===== src/rtl/alu_pkg.sv =====
// Shared command codes and flag-vector bit positions for the pipelined ALU.
package alu_pkg;

  localparam logic [3:0] CMD_ADD  = 4'd0;
  localparam logic [3:0] CMD_SUB  = 4'd1;
  localparam logic [3:0] CMD_XOR  = 4'd2;
  localparam logic [3:0] CMD_SLT  = 4'd3;
  localparam logic [3:0] CMD_AND  = 4'd4;
  localparam logic [3:0] CMD_NAND = 4'd5;
  localparam logic [3:0] CMD_OR   = 4'd6;
  localparam logic [3:0] CMD_NOR  = 4'd7;
  localparam logic [3:0] CMD_MUL  = 4'd8;

  // Bit positions inside the registered stage-2 flag vector.
  localparam int FLAG_CARRY = 0;
  localparam int FLAG_OVF   = 1;
  localparam int FLAG_ZERO  = 2;
  localparam int FLAG_ERR   = 3;
  localparam int FLAG_W     = 4;

endpackage


===== src/rtl/alu_core.sv =====
// Combinational WIDTH-bit ALU: eight logic/arith ops plus carry/overflow/zero/err.
module alu_core
  import alu_pkg::*;
#(
  parameter int WIDTH = 32,
  parameter int CMD_W = 4
) (
  input  logic [CMD_W-1:0] i_command,
  input  logic [WIDTH-1:0] i_a,
  input  logic [WIDTH-1:0] i_b,
  output logic [WIDTH-1:0] o_result,
  output logic             o_carryout,
  output logic             o_overflow,
  output logic             o_zero,
  output logic             o_err
);

  logic             w_is_sub;
  logic [WIDTH-1:0] w_b_op;
  logic [WIDTH:0]   w_sum;
  logic             w_ovf;
  logic             w_less;

  assign w_is_sub = (i_command == CMD_W'(CMD_SUB)) || (i_command == CMD_W'(CMD_SLT));
  assign w_b_op   = w_is_sub ? ~i_b : i_b;
  assign w_sum    = {1'b0, i_a} + {1'b0, w_b_op} + {{WIDTH{1'b0}}, w_is_sub};
  // Using the inverted B operand makes one overflow rule cover both add and subtract.
  assign w_ovf    = (i_a[WIDTH-1] == w_b_op[WIDTH-1]) && (w_sum[WIDTH-1] != i_a[WIDTH-1]);
  assign w_less   = w_sum[WIDTH-1] ^ w_ovf;

  always_comb begin
    o_result   = '0;
    o_carryout = 1'b0;
    o_overflow = 1'b0;
    o_err      = 1'b0;
    case (i_command)
      CMD_W'(CMD_ADD),
      CMD_W'(CMD_SUB): begin
        o_result   = w_sum[WIDTH-1:0];
        o_carryout = w_sum[WIDTH];
        o_overflow = w_ovf;
      end
      CMD_W'(CMD_SLT):  o_result = {{(WIDTH-1){1'b0}}, w_less};
      CMD_W'(CMD_XOR):  o_result = i_a ^ i_b;
      CMD_W'(CMD_AND):  o_result = i_a & i_b;
      CMD_W'(CMD_NAND): o_result = ~(i_a & i_b);
      CMD_W'(CMD_OR):   o_result = i_a | i_b;
      CMD_W'(CMD_NOR):  o_result = ~(i_a | i_b);
      default:          o_err = 1'b1;
    endcase
  end

  assign o_zero = (o_result == '0);

endmodule


===== src/rtl/alu_pipe.sv =====
// Two-stage valid/ready pipelined ALU around alu_core.
// Define ALU_MUL_EN to add an iterative shift-add multiply (command 8) in stage 1.
module alu_pipe
  import alu_pkg::*;
#(
  parameter int WIDTH = 32,
  parameter int CMD_W = 4
) (
  input  logic             clk,
  input  logic             reset,
  input  logic             in_valid,
  output logic             in_ready,
  input  logic [CMD_W-1:0] command,
  input  logic [WIDTH-1:0] a,
  input  logic [WIDTH-1:0] b,
  output logic             out_valid,
  input  logic             out_ready,
  output logic [WIDTH-1:0] result,
  output logic             carryout,
  output logic             overflow,
  output logic             zero,
  output logic             err
);

  logic              r_s1_valid;
  logic [CMD_W-1:0]  r_s1_cmd;
  logic [WIDTH-1:0]  r_s1_a;
  logic [WIDTH-1:0]  r_s1_b;
  logic              r_s2_valid;
  logic [WIDTH-1:0]  r_s2_result;
  logic [FLAG_W-1:0] r_s2_flags;

  logic              w_in_accept;
  logic              w_s2_load;
  logic              w_s1_done;
  logic              w_s1_advance;
  logic [WIDTH-1:0]  w_core_result;
  logic              w_core_carry;
  logic              w_core_ovf;
  logic              w_core_zero;
  logic              w_core_err;
  logic [WIDTH-1:0]  w_s1_result;
  logic [FLAG_W-1:0] w_s1_flags;

  alu_core #(
    .WIDTH(WIDTH),
    .CMD_W(CMD_W)
  ) u_core (
    .i_command (r_s1_cmd),
    .i_a       (r_s1_a),
    .i_b       (r_s1_b),
    .o_result  (w_core_result),
    .o_carryout(w_core_carry),
    .o_overflow(w_core_ovf),
    .o_zero    (w_core_zero),
    .o_err     (w_core_err)
  );

  assign w_s2_load    = !r_s2_valid || out_ready;
  assign w_s1_advance = r_s1_valid && w_s1_done && w_s2_load;
  assign in_ready     = !r_s1_valid || w_s1_advance;
  assign w_in_accept  = in_valid && in_ready;

`ifdef ALU_MUL_EN
  localparam int CNT_W = $clog2(WIDTH + 1);

  logic [CNT_W-1:0]   r_mul_cnt;
  logic [2*WIDTH-1:0] r_mul_acc;
  logic [2*WIDTH-1:0] r_mul_mcand;
  logic [WIDTH-1:0]   r_mul_mplr;
  logic               w_s1_is_mul;

  assign w_s1_is_mul = (r_s1_cmd == CMD_W'(CMD_MUL));
  // Counter is only ever nonzero while a multiply occupies stage 1.
  assign w_s1_done   = (r_mul_cnt == '0);

  always_ff @(posedge clk) begin
    if (reset) begin
      r_mul_cnt   <= '0;
      r_mul_acc   <= '0;
      r_mul_mcand <= '0;
      r_mul_mplr  <= '0;
    end else if (w_in_accept && (command == CMD_W'(CMD_MUL))) begin
      r_mul_cnt   <= CNT_W'(WIDTH);
      r_mul_acc   <= '0;
      r_mul_mcand <= {{WIDTH{1'b0}}, a};
      r_mul_mplr  <= b;
    end else if (r_mul_cnt != '0) begin
      if (r_mul_mplr[0]) r_mul_acc <= r_mul_acc + r_mul_mcand;
      r_mul_mcand <= r_mul_mcand << 1;
      r_mul_mplr  <= r_mul_mplr >> 1;
      r_mul_cnt   <= r_mul_cnt - CNT_W'(1);
    end
  end

  always_comb begin
    w_s1_result = w_core_result;
    w_s1_flags  = '0;
    w_s1_flags[FLAG_CARRY] = w_core_carry;
    w_s1_flags[FLAG_OVF]   = w_core_ovf;
    w_s1_flags[FLAG_ZERO]  = w_core_zero;
    w_s1_flags[FLAG_ERR]   = w_core_err;
    if (w_s1_is_mul) begin
      w_s1_result = r_mul_acc[WIDTH-1:0];
      w_s1_flags[FLAG_CARRY] = |r_mul_acc[2*WIDTH-1:WIDTH];
      w_s1_flags[FLAG_OVF]   = 1'b0;
      w_s1_flags[FLAG_ZERO]  = (r_mul_acc[WIDTH-1:0] == '0);
      w_s1_flags[FLAG_ERR]   = 1'b0;
    end
  end
`else
  assign w_s1_done = 1'b1;

  always_comb begin
    w_s1_result = w_core_result;
    w_s1_flags  = '0;
    w_s1_flags[FLAG_CARRY] = w_core_carry;
    w_s1_flags[FLAG_OVF]   = w_core_ovf;
    w_s1_flags[FLAG_ZERO]  = w_core_zero;
    w_s1_flags[FLAG_ERR]   = w_core_err;
  end
`endif

  always_ff @(posedge clk) begin
    if (reset) begin
      r_s1_valid <= 1'b0;
      r_s1_cmd   <= '0;
      r_s1_a     <= '0;
      r_s1_b     <= '0;
    end else if (w_in_accept) begin
      r_s1_valid <= 1'b1;
      r_s1_cmd   <= command;
      r_s1_a     <= a;
      r_s1_b     <= b;
    end else if (w_s1_advance) begin
      r_s1_valid <= 1'b0;
    end
  end

  // Data regs only change on a real advance so a drained output keeps its last value.
  always_ff @(posedge clk) begin
    if (reset) begin
      r_s2_valid  <= 1'b0;
      r_s2_result <= '0;
      r_s2_flags  <= '0;
    end else if (w_s2_load) begin
      r_s2_valid <= w_s1_advance;
      if (w_s1_advance) begin
        r_s2_result <= w_s1_result;
        r_s2_flags  <= w_s1_flags;
      end
    end
  end

  assign out_valid = r_s2_valid;
  assign result    = r_s2_result;
  assign carryout  = r_s2_flags[FLAG_CARRY];
  assign overflow  = r_s2_flags[FLAG_OVF];
  assign zero      = r_s2_flags[FLAG_ZERO];
  assign err       = r_s2_flags[FLAG_ERR];

endmodule


===== config.mk =====
export PLATFORM = sky130hd
export DESIGN_NAME = alu_pipe
export DESIGN_NICKNAME = d
export VERILOG_FILES = /design/src/rtl/alu_pkg.sv /design/src/rtl/alu_core.sv /design/src/rtl/alu_pipe.sv
export SDC_FILE = /design/constraint.sdc
export NUM_CORES = 1
export LEC_CHECK = 0
export CELL_PAD_IN_SITES_DETAIL_PLACEMENT = 2
export CELL_PAD_IN_SITES_GLOBAL_PLACEMENT = 2
export CORE_MARGIN = 2
export CORE_UTILIZATION = 35
export CTS_CLUSTER_DIAMETER = 50
export CTS_CLUSTER_SIZE = 40
export DETAILED_ROUTE_END_ITERATION = 10
export PLACE_DENSITY_LB_ADDON = 0.3
export SETUP_SLACK_MARGIN = 0.1
export SLEW_MARGIN = 10
export SYNTH_ARGS = -nofsm -noshare
export SYNTH_HDL_FRONTEND = slang
export SYNTH_SLANG_ARGS = --single-unit
export TNS_END_PERCENT = 50

===== constraint.sdc =====
create_clock -name clk -period 9.9 [get_ports clk]
set_input_delay 0.99 -clock clk [delete_from_list [all_inputs] [get_ports clk]]
set_output_delay 0.99 -clock clk [all_outputs]
set_load 0.01 [all_outputs]

# [Yosys cells after proc, flatten, opt, wreduce, memory -nomap -nowiden]
# Cells that the tools add are included.
[op_classes] addsub=2 n_eq_ne=9 muxes=7 bitwise_logic=7 n_reduce_logical=14
[ops] cell="32-bit one-hot mux with 7 select lines" n=1
[ops] cell="32-bit inverter" n=3
[ops] cell="32-bit by 32-bit adder with 33-bit output" n=1
[ops] cell="33-bit by 1-bit adder with 33-bit output" n=1
[ops] cell="32-bit AND" n=1
[ops] cell="32-bit zero test" n=1
[ops] cell="32-bit two-way mux" n=1
[ops] cell="32-bit OR" n=1
[ops] cell="32-bit bitwise XOR" n=1
[ops] cell="4-bit by 3-bit == test with 1-bit output, second input constant" n=4
[ops] cell="4-bit by 2-bit == test with 1-bit output, second input constant" n=2
[ops] cell="8-bit OR reduction" n=1
[ops] cell="1-bit two-way mux" n=5
[ops] cell="4-bit by 1-bit == test with 1-bit output, second input constant" n=1
[ops] cell="4-bit zero test" n=1
[ops] cell="1-bit logical AND" n=3
[ops] cell="1-bit logical OR" n=3
[ops] cell="1-bit zero test" n=2
[ops] cell="2-bit AND reduction" n=1
[ops] cell="2-bit nonzero test" n=1
[ops] cell="2-bit OR reduction" n=1
[ops] cell="1-bit == test" n=1
[ops] cell="1-bit inequality test" n=1
[ops] cell="1-bit bitwise XOR" n=1
[totals] ff_bits=106 in_bits=72 output_inout_bits=38 elab_cells=46

# [Logic depth before layout (Yosys ltp)]
[logic_depth] ltp_word=10 ltp_mapped=18 depth_no_buf=14

# [By module]
# A second synthesis with hierarchy kept.
[unflattened] hier_cells=1129 area_unflattened_um2=9193.8
[by_module_without_submodules] mod="alu_core" n_inst=1 cells_per_inst=661 area_each_um2=4720.8 seq_area_each_um2=0.0
[by_module_without_submodules] mod="alu_pipe" n_inst=1 cells_per_inst=468 area_each_um2=4473.0 seq_area_each_um2=2122.0

# [Worst setup path after synthesis]
# OpenSTA, ideal clock, no wires.
[synth_timing] path_type="register -> register" start="reg r_s1_cmd[0]" end="reg r_s2_flags[2]" setup_ns=0.059 arrival_time_ns=4.460 path_slack_ns=5.381 stages_incl_launch_ff=18 path_cell_list="dfxtp_1 buf_2 buf_2 buf_2 nor3b_1 clkbuf_1 xnor2_1 ha_1 a211oi_1 o21ai_0 a311oi_1 a31oi_1 a221oi_1 mux2i_1 a21oi_1 a211oi_1 and4_1 a41o_1"
[synth_via] elab_chain_cells=10 elab_cells_between_ends=19
[synth_lines] element="start: declaration" line="alu_pipe.sv:26" source="logic [CMD_W-1:0] r_s1_cmd;"
[synth_lines] element="start signal: assignment" line="alu_pipe.sv:132" source="r_s1_cmd <= command;"
[synth_lines] element="4-bit by 1-bit == test with 1-bit output or 4-bit by 2-bit == test with 1-bit output (tied branches)" line="alu_core.sv:24, alu_core.sv:36"
[synth_lines] element="1-bit logical OR" line="alu_core.sv:24" source="assign w_is_sub = (i_command == CMD_W'(CMD_SUB)) || (i_command == CMD_W'(CMD_SLT));"
[synth_lines] element="32-bit two-way mux" line="alu_core.sv:25" source="assign w_b_op = w_is_sub ? ~i_b : i_b;"
[synth_lines] element="32-bit by 32-bit adder with 33-bit output" line="alu_core.sv:26" source="assign w_sum = {1'b0, i_a} + {1'b0, w_b_op} + {{WIDTH{1'b0}}, w_is_sub};"
[synth_lines] element="33-bit by 1-bit adder with 33-bit output" line="alu_core.sv:26"
[synth_lines] element="1-bit inequality test" line="alu_core.sv:28" source="assign w_ovf = (i_a[WIDTH-1] == w_b_op[WIDTH-1]) && (w_sum[WIDTH-1] != i_a[WIDTH-1]);"
[synth_lines] element="1-bit logical AND" line="alu_core.sv:28"
[synth_lines] element="1-bit bitwise XOR" line="alu_core.sv:29" source="assign w_less = w_sum[WIDTH-1] ^ w_ovf;"
[synth_lines] element="32-bit one-hot mux with 7 select lines (*)" line="alu_core.sv:36" source="case (i_command)"
[synth_lines] element="32-bit zero test (*)" line="alu_core.sv:53" source="assign o_zero = (o_result == '0);"
[synth_lines] element="end signal: assignment" line="alu_pipe.sv:150" source="r_s2_flags <= w_s1_flags;"
[synth_lines] element="end: declaration" line="alu_pipe.sv:31" source="logic [FLAG_W-1:0] r_s2_flags;"
# Every way passes the cells marked *; elsewhere a longest branch is shown, timed or not.
# A chain may end at the register's enable or synchronous reset.

# [Worst setup path after layout]
# Same ends and word-level chain as after synthesis.

==> flow_metrics.tcl <==
set metrics [dict create \
    path_clk_slew_ns 0.08 \
    p_total_uw 1232 \
    fin_area_mm2 0.009923 \
    clk_latency_ns 0.37 \
    slowest_stage "buf_4" \
    r2r_end "r_s2_flags[2]$_SDFFE_PP0P_" \
    yosysMostFrequentCell "nand2_1" \
    clock_path_buffers 2 \
    clock-sinks 106 \
    tightest_slew_ns 1.144 \
    drv_cap 0 \
    syn_to_final_growth_pct 19.82 \
    vias 7988 \
    antenna_found_initial 0 \
    synth_fa_ha_area_frac 0.1475 \
    swShare 0.3556 \
    post-place-ws_ns 4.887 \
    synthSimpleGateAreaFrac 0.1771 \
    grt_util_met3 0.02792 \
    slew_viol_final 0 \
    synth_cell_types 65 \
    use_met2 0.4366 \
    cp.arrival_ns 5.41 \
    netSwitchingPower_uw 438.1 \
    core_mm2 0.02333 \
    r2r_start "r_s1_cmd[0]$_SDFFE_PP0P_" \
    die_h_um 157.8 \
    finClkSkew_ns 0.01475 \
    whs_ns 0.4664 \
    ys_ff_latch 106 \
    hold_viol_final 0 \
    gp_congestion 0.8629 \
    ant_nets 0 \
    power_density_mw_per_mm2 124.2 \
    worst_setup_path_end_kind "flop" \
    gr-total-overflow 0 \
    grt_util_met1 0.3159 \
    synth_common_cells "nand2_1, a21oi_1, dfxtp_1" \
    totalWireLength_mm 29.34 \
    hp-start "result[13]$_SDFFE_PP0P_" \
    grt_pass1_wl_mm 47.74 \
    yosysTopAreaCell "dfxtp_1" \
    diodes 0 \
    postPlaceCellArea_mm2 0.009637 \
    p_comb_frac 0.317 \
    cp_data_required_time_ns 10.20 \
    rsz0062_at_grt "no" \
    leakagePower_uw 0.004011 \
    syn_area_per_cell_um2 7.577 \
    slew_headroom 0.2355 \
    cp_max_fo 45 \
    syn_inst 1093 \
    first_pass_iters 5 \
    cp-start-kind "flop" \
    pin_count 110 \
    cts_hold_buf 0 \
    cts-root-buf "clkbuf_16" \
    drc 0 \
    die_area_mm2 0.02491 \
    start_util 0.3549 \
    vias_per_cell 5.394 \
    tritoncts "done" \
    synth_xor_xnor_area_share 0.08974 \
    syn-num-nets 1262 \
    busiest_layer "met2" \
    synth.area.mux_share 0.04366 \
    track_usage 0.2446 \
    ys_dominant_reg_cell "dfxtp_1" \
    setup_tns_ns 0 \
    yosysTopAreaCellShare 0.2562 \
    synthTopCellsByArea "dfxtp_1, ha_1, nand2_1" \
    htreeDepth 3 \
    min_period_over_period 0.5158 \
    ys_seq_area_frac 0.2562 \
    grt_pass1_vias 8789 \
    cts_buffers 9 \
    layout.nets 1326 \
    hold_path_class "flop to flop" \
    ir_drop_v 0.00009733 \
    worst_slack_ns 4.793 \
    synth_compound_area_frac 0.2089 \
    hold_end "result[13]$_SDFFE_PP0P_" \
    internal_power_uw 794.0 \
    post-route-min-period_ns 5.107 \
    critPathTopFamily "compound AO/OA/AOI/OAI gates" \
    outcome "finished clean" \
    async_flop_share 0 \
    drt_iter0_markers 342 \
    r2r_slack_ns 4.79 \
    post_cts_resized 0 \
    crit_buf_inv 2 \
    die_w_um 157.8 \
    crit_chain "buf_4 -> nor3b_2 -> buf_4 -> xnor2_1 -> ha_1 -> a211oi_1 -> o21ai_0 -> a311oi_1 -> a31oi_1 -> a221oi_1 -> mux2i_1 -> a21oi_1 -> a211oi_1 -> and4_1 -> a41o_1" \
    grt_max_degree 69 \
    min_path_cells 2 \
    rows 56 \
    max_freq_mhz 195.8 \
    synth_top_family_by_area "compound AO/OA/AOI/OAI gates" \
    p_seq_frac 0.387 \
    final_layout_size_suffix_gt1_frac 0.04045 \
    dp_hpwl_mm 21.85 \
    syn_area_mm2 0.008282 \
    io_buffer_count 109 \
    critPathKind "flop to flop" \
    finalSetupViolations 0 \
    worst-r2r-cell-count 15 \
    clock_power_share 0.296 \
    synth-edff-count 0 \
    ys.warnings.count 0 \
    slowest_delay_ns 0.60 \
    post_cts_buffers 0 \
    routedWlPerCell_um 19.81 \
]
power by group through the flow:
stage                     sequential (uW)  combinational, uW  clock, uW
after CTS                             477                393        376
after floorplan                       483                242          0
final                                 477                391        364
after global routing                  481                433        396
after global placement                485                374          0
after detailed placement              487                388          0
cell usage in the layout (no fill, tap or decap), types with 6 or more instances in the layout:
| cell | n |
|---|---|
| nand2_1 | 181 |
| a21oi_1 | 117 |
| clkdlybuf4s50_1 | 108 |
| dfxtp_1 | 104 |
| inv_1 | 98 |
| ha_1 | 96 |
| xnor2_1 | 70 |
| nor2_1 | 62 |
| o21ai_0 | 40 |
| mux2i_1 | 35 |
| a211oi_1 | 27 |
| a22oi_1 | 16 |
| nand2b_1 | 15 |
| xor2_1 | 13 |
| buf_4 | 13 |
| nor3_1 | 10 |
| nand4_1 | 9 |
| clkbuf_16 | 9 |
| a21o_1 | 7 |
| nor2b_1 | 6 |
| and3_1 | 6 |
| and2_1 | 6 |
| a31oi_1 | 6 |
| o21a_1 | 6 |
| nand3_1 | 6 |
flip-flops by register name, summed over array words and instances (netlist names):
register    count
r_s1_a         32
out_valid       1
result         32
r_s2_flags      4
r_s1_b         32
r_s1_cmd        4
r_s1_valid      1
cells by family (layout without fill, tap and decap cells):
kind of cell / count (synthesis) / after routing
AOI/OAI and AO/OA: 274 / 274
adders and majority gates: 97 / 97
buffers and inverters: 166 / 235
and+or+nand+nor: 330 / 330
xor gates and xnor gates: 84 / 84
DFF: 106 / 106
muxes: 36 / 36
cell type report:
| type | count | area [um2] |
|---|---|---|
| clock buffer | 10 | 239.0 |
| clock inverter | 6 | 47.55 |
| fill | 2717 | 13410 |
| inverter | 98 | 367.9 |
| multi-input combinational | 821 | 5567 |
| sequential | 106 | 2125 |
| tap | 319 | 399.1 |
| timing repair buffer | 121 | 1179 |
how the worst max path moves through the flow:
stage / slack (ns) / endpoint / cells after the start / start
4_1_cts: 4.83 / r_s2_flags[2]$_SDFFE_PP0P_ / 14 / r_s1_cmd[0]$_SDFFE_PP0P_
6_report: 4.79 / r_s2_flags[2]$_SDFFE_PP0P_ / 15 / r_s1_cmd[0]$_SDFFE_PP0P_
2_1_floorplan: 5.38 / r_s2_flags[2]$_SDFFE_PP0P_ / 17 / r_s1_cmd[0]$_SDFFE_PP0P_
3_5_place_dp: 4.89 / r_s2_flags[2]$_SDFFE_PP0P_ / 15 / r_s1_cmd[0]$_SDFFE_PP0P_
3_3_place_gp: 5.12 / r_s2_flags[2]$_SDFFE_PP0P_ / 14 / r_s1_cmd[0]$_SDFFE_PP0P_
5_1_grt: 4.48 / r_s2_flags[2]$_SDFFE_PP0P_ / 15 / r_s1_cmd[0]$_SDFFE_PP0P_
through the flow:
| stage | util | std cells |
|---|---|---|
| detailed placement | 0.4130 | 1465 |
| floorplan | - | 1093 |
| global placement | 0.4130 | 1465 |
| finish | 0.4253 | 1481 |
| global route | 0.4253 | 1481 |
| CTS | 0.4253 | 1481 |
worst register-to-register path, cell delays in order, from the launching register on:
cell and delay, ns:
dfxtp_2 0.32, buf_4 0.60, nor3b_2 0.37, buf_4 0.36, xnor2_1 0.18, ha_1 0.35
a211oi_1 0.39, o21ai_0 0.27, a311oi_1 0.32, a31oi_1 0.20, a221oi_1 0.58, mux2i_1 0.25
a21oi_1 0.08, a211oi_1 0.36, and4_1 0.25, a41o_1 0.18
routing by layer:
layer  share of wire  vias up
li1                -     3854
met1            0.46     3986
met2            0.50      122
met3           0.025       26
met4           0.014        0
met5               0        -
Power figures use the tool's default switching activity.
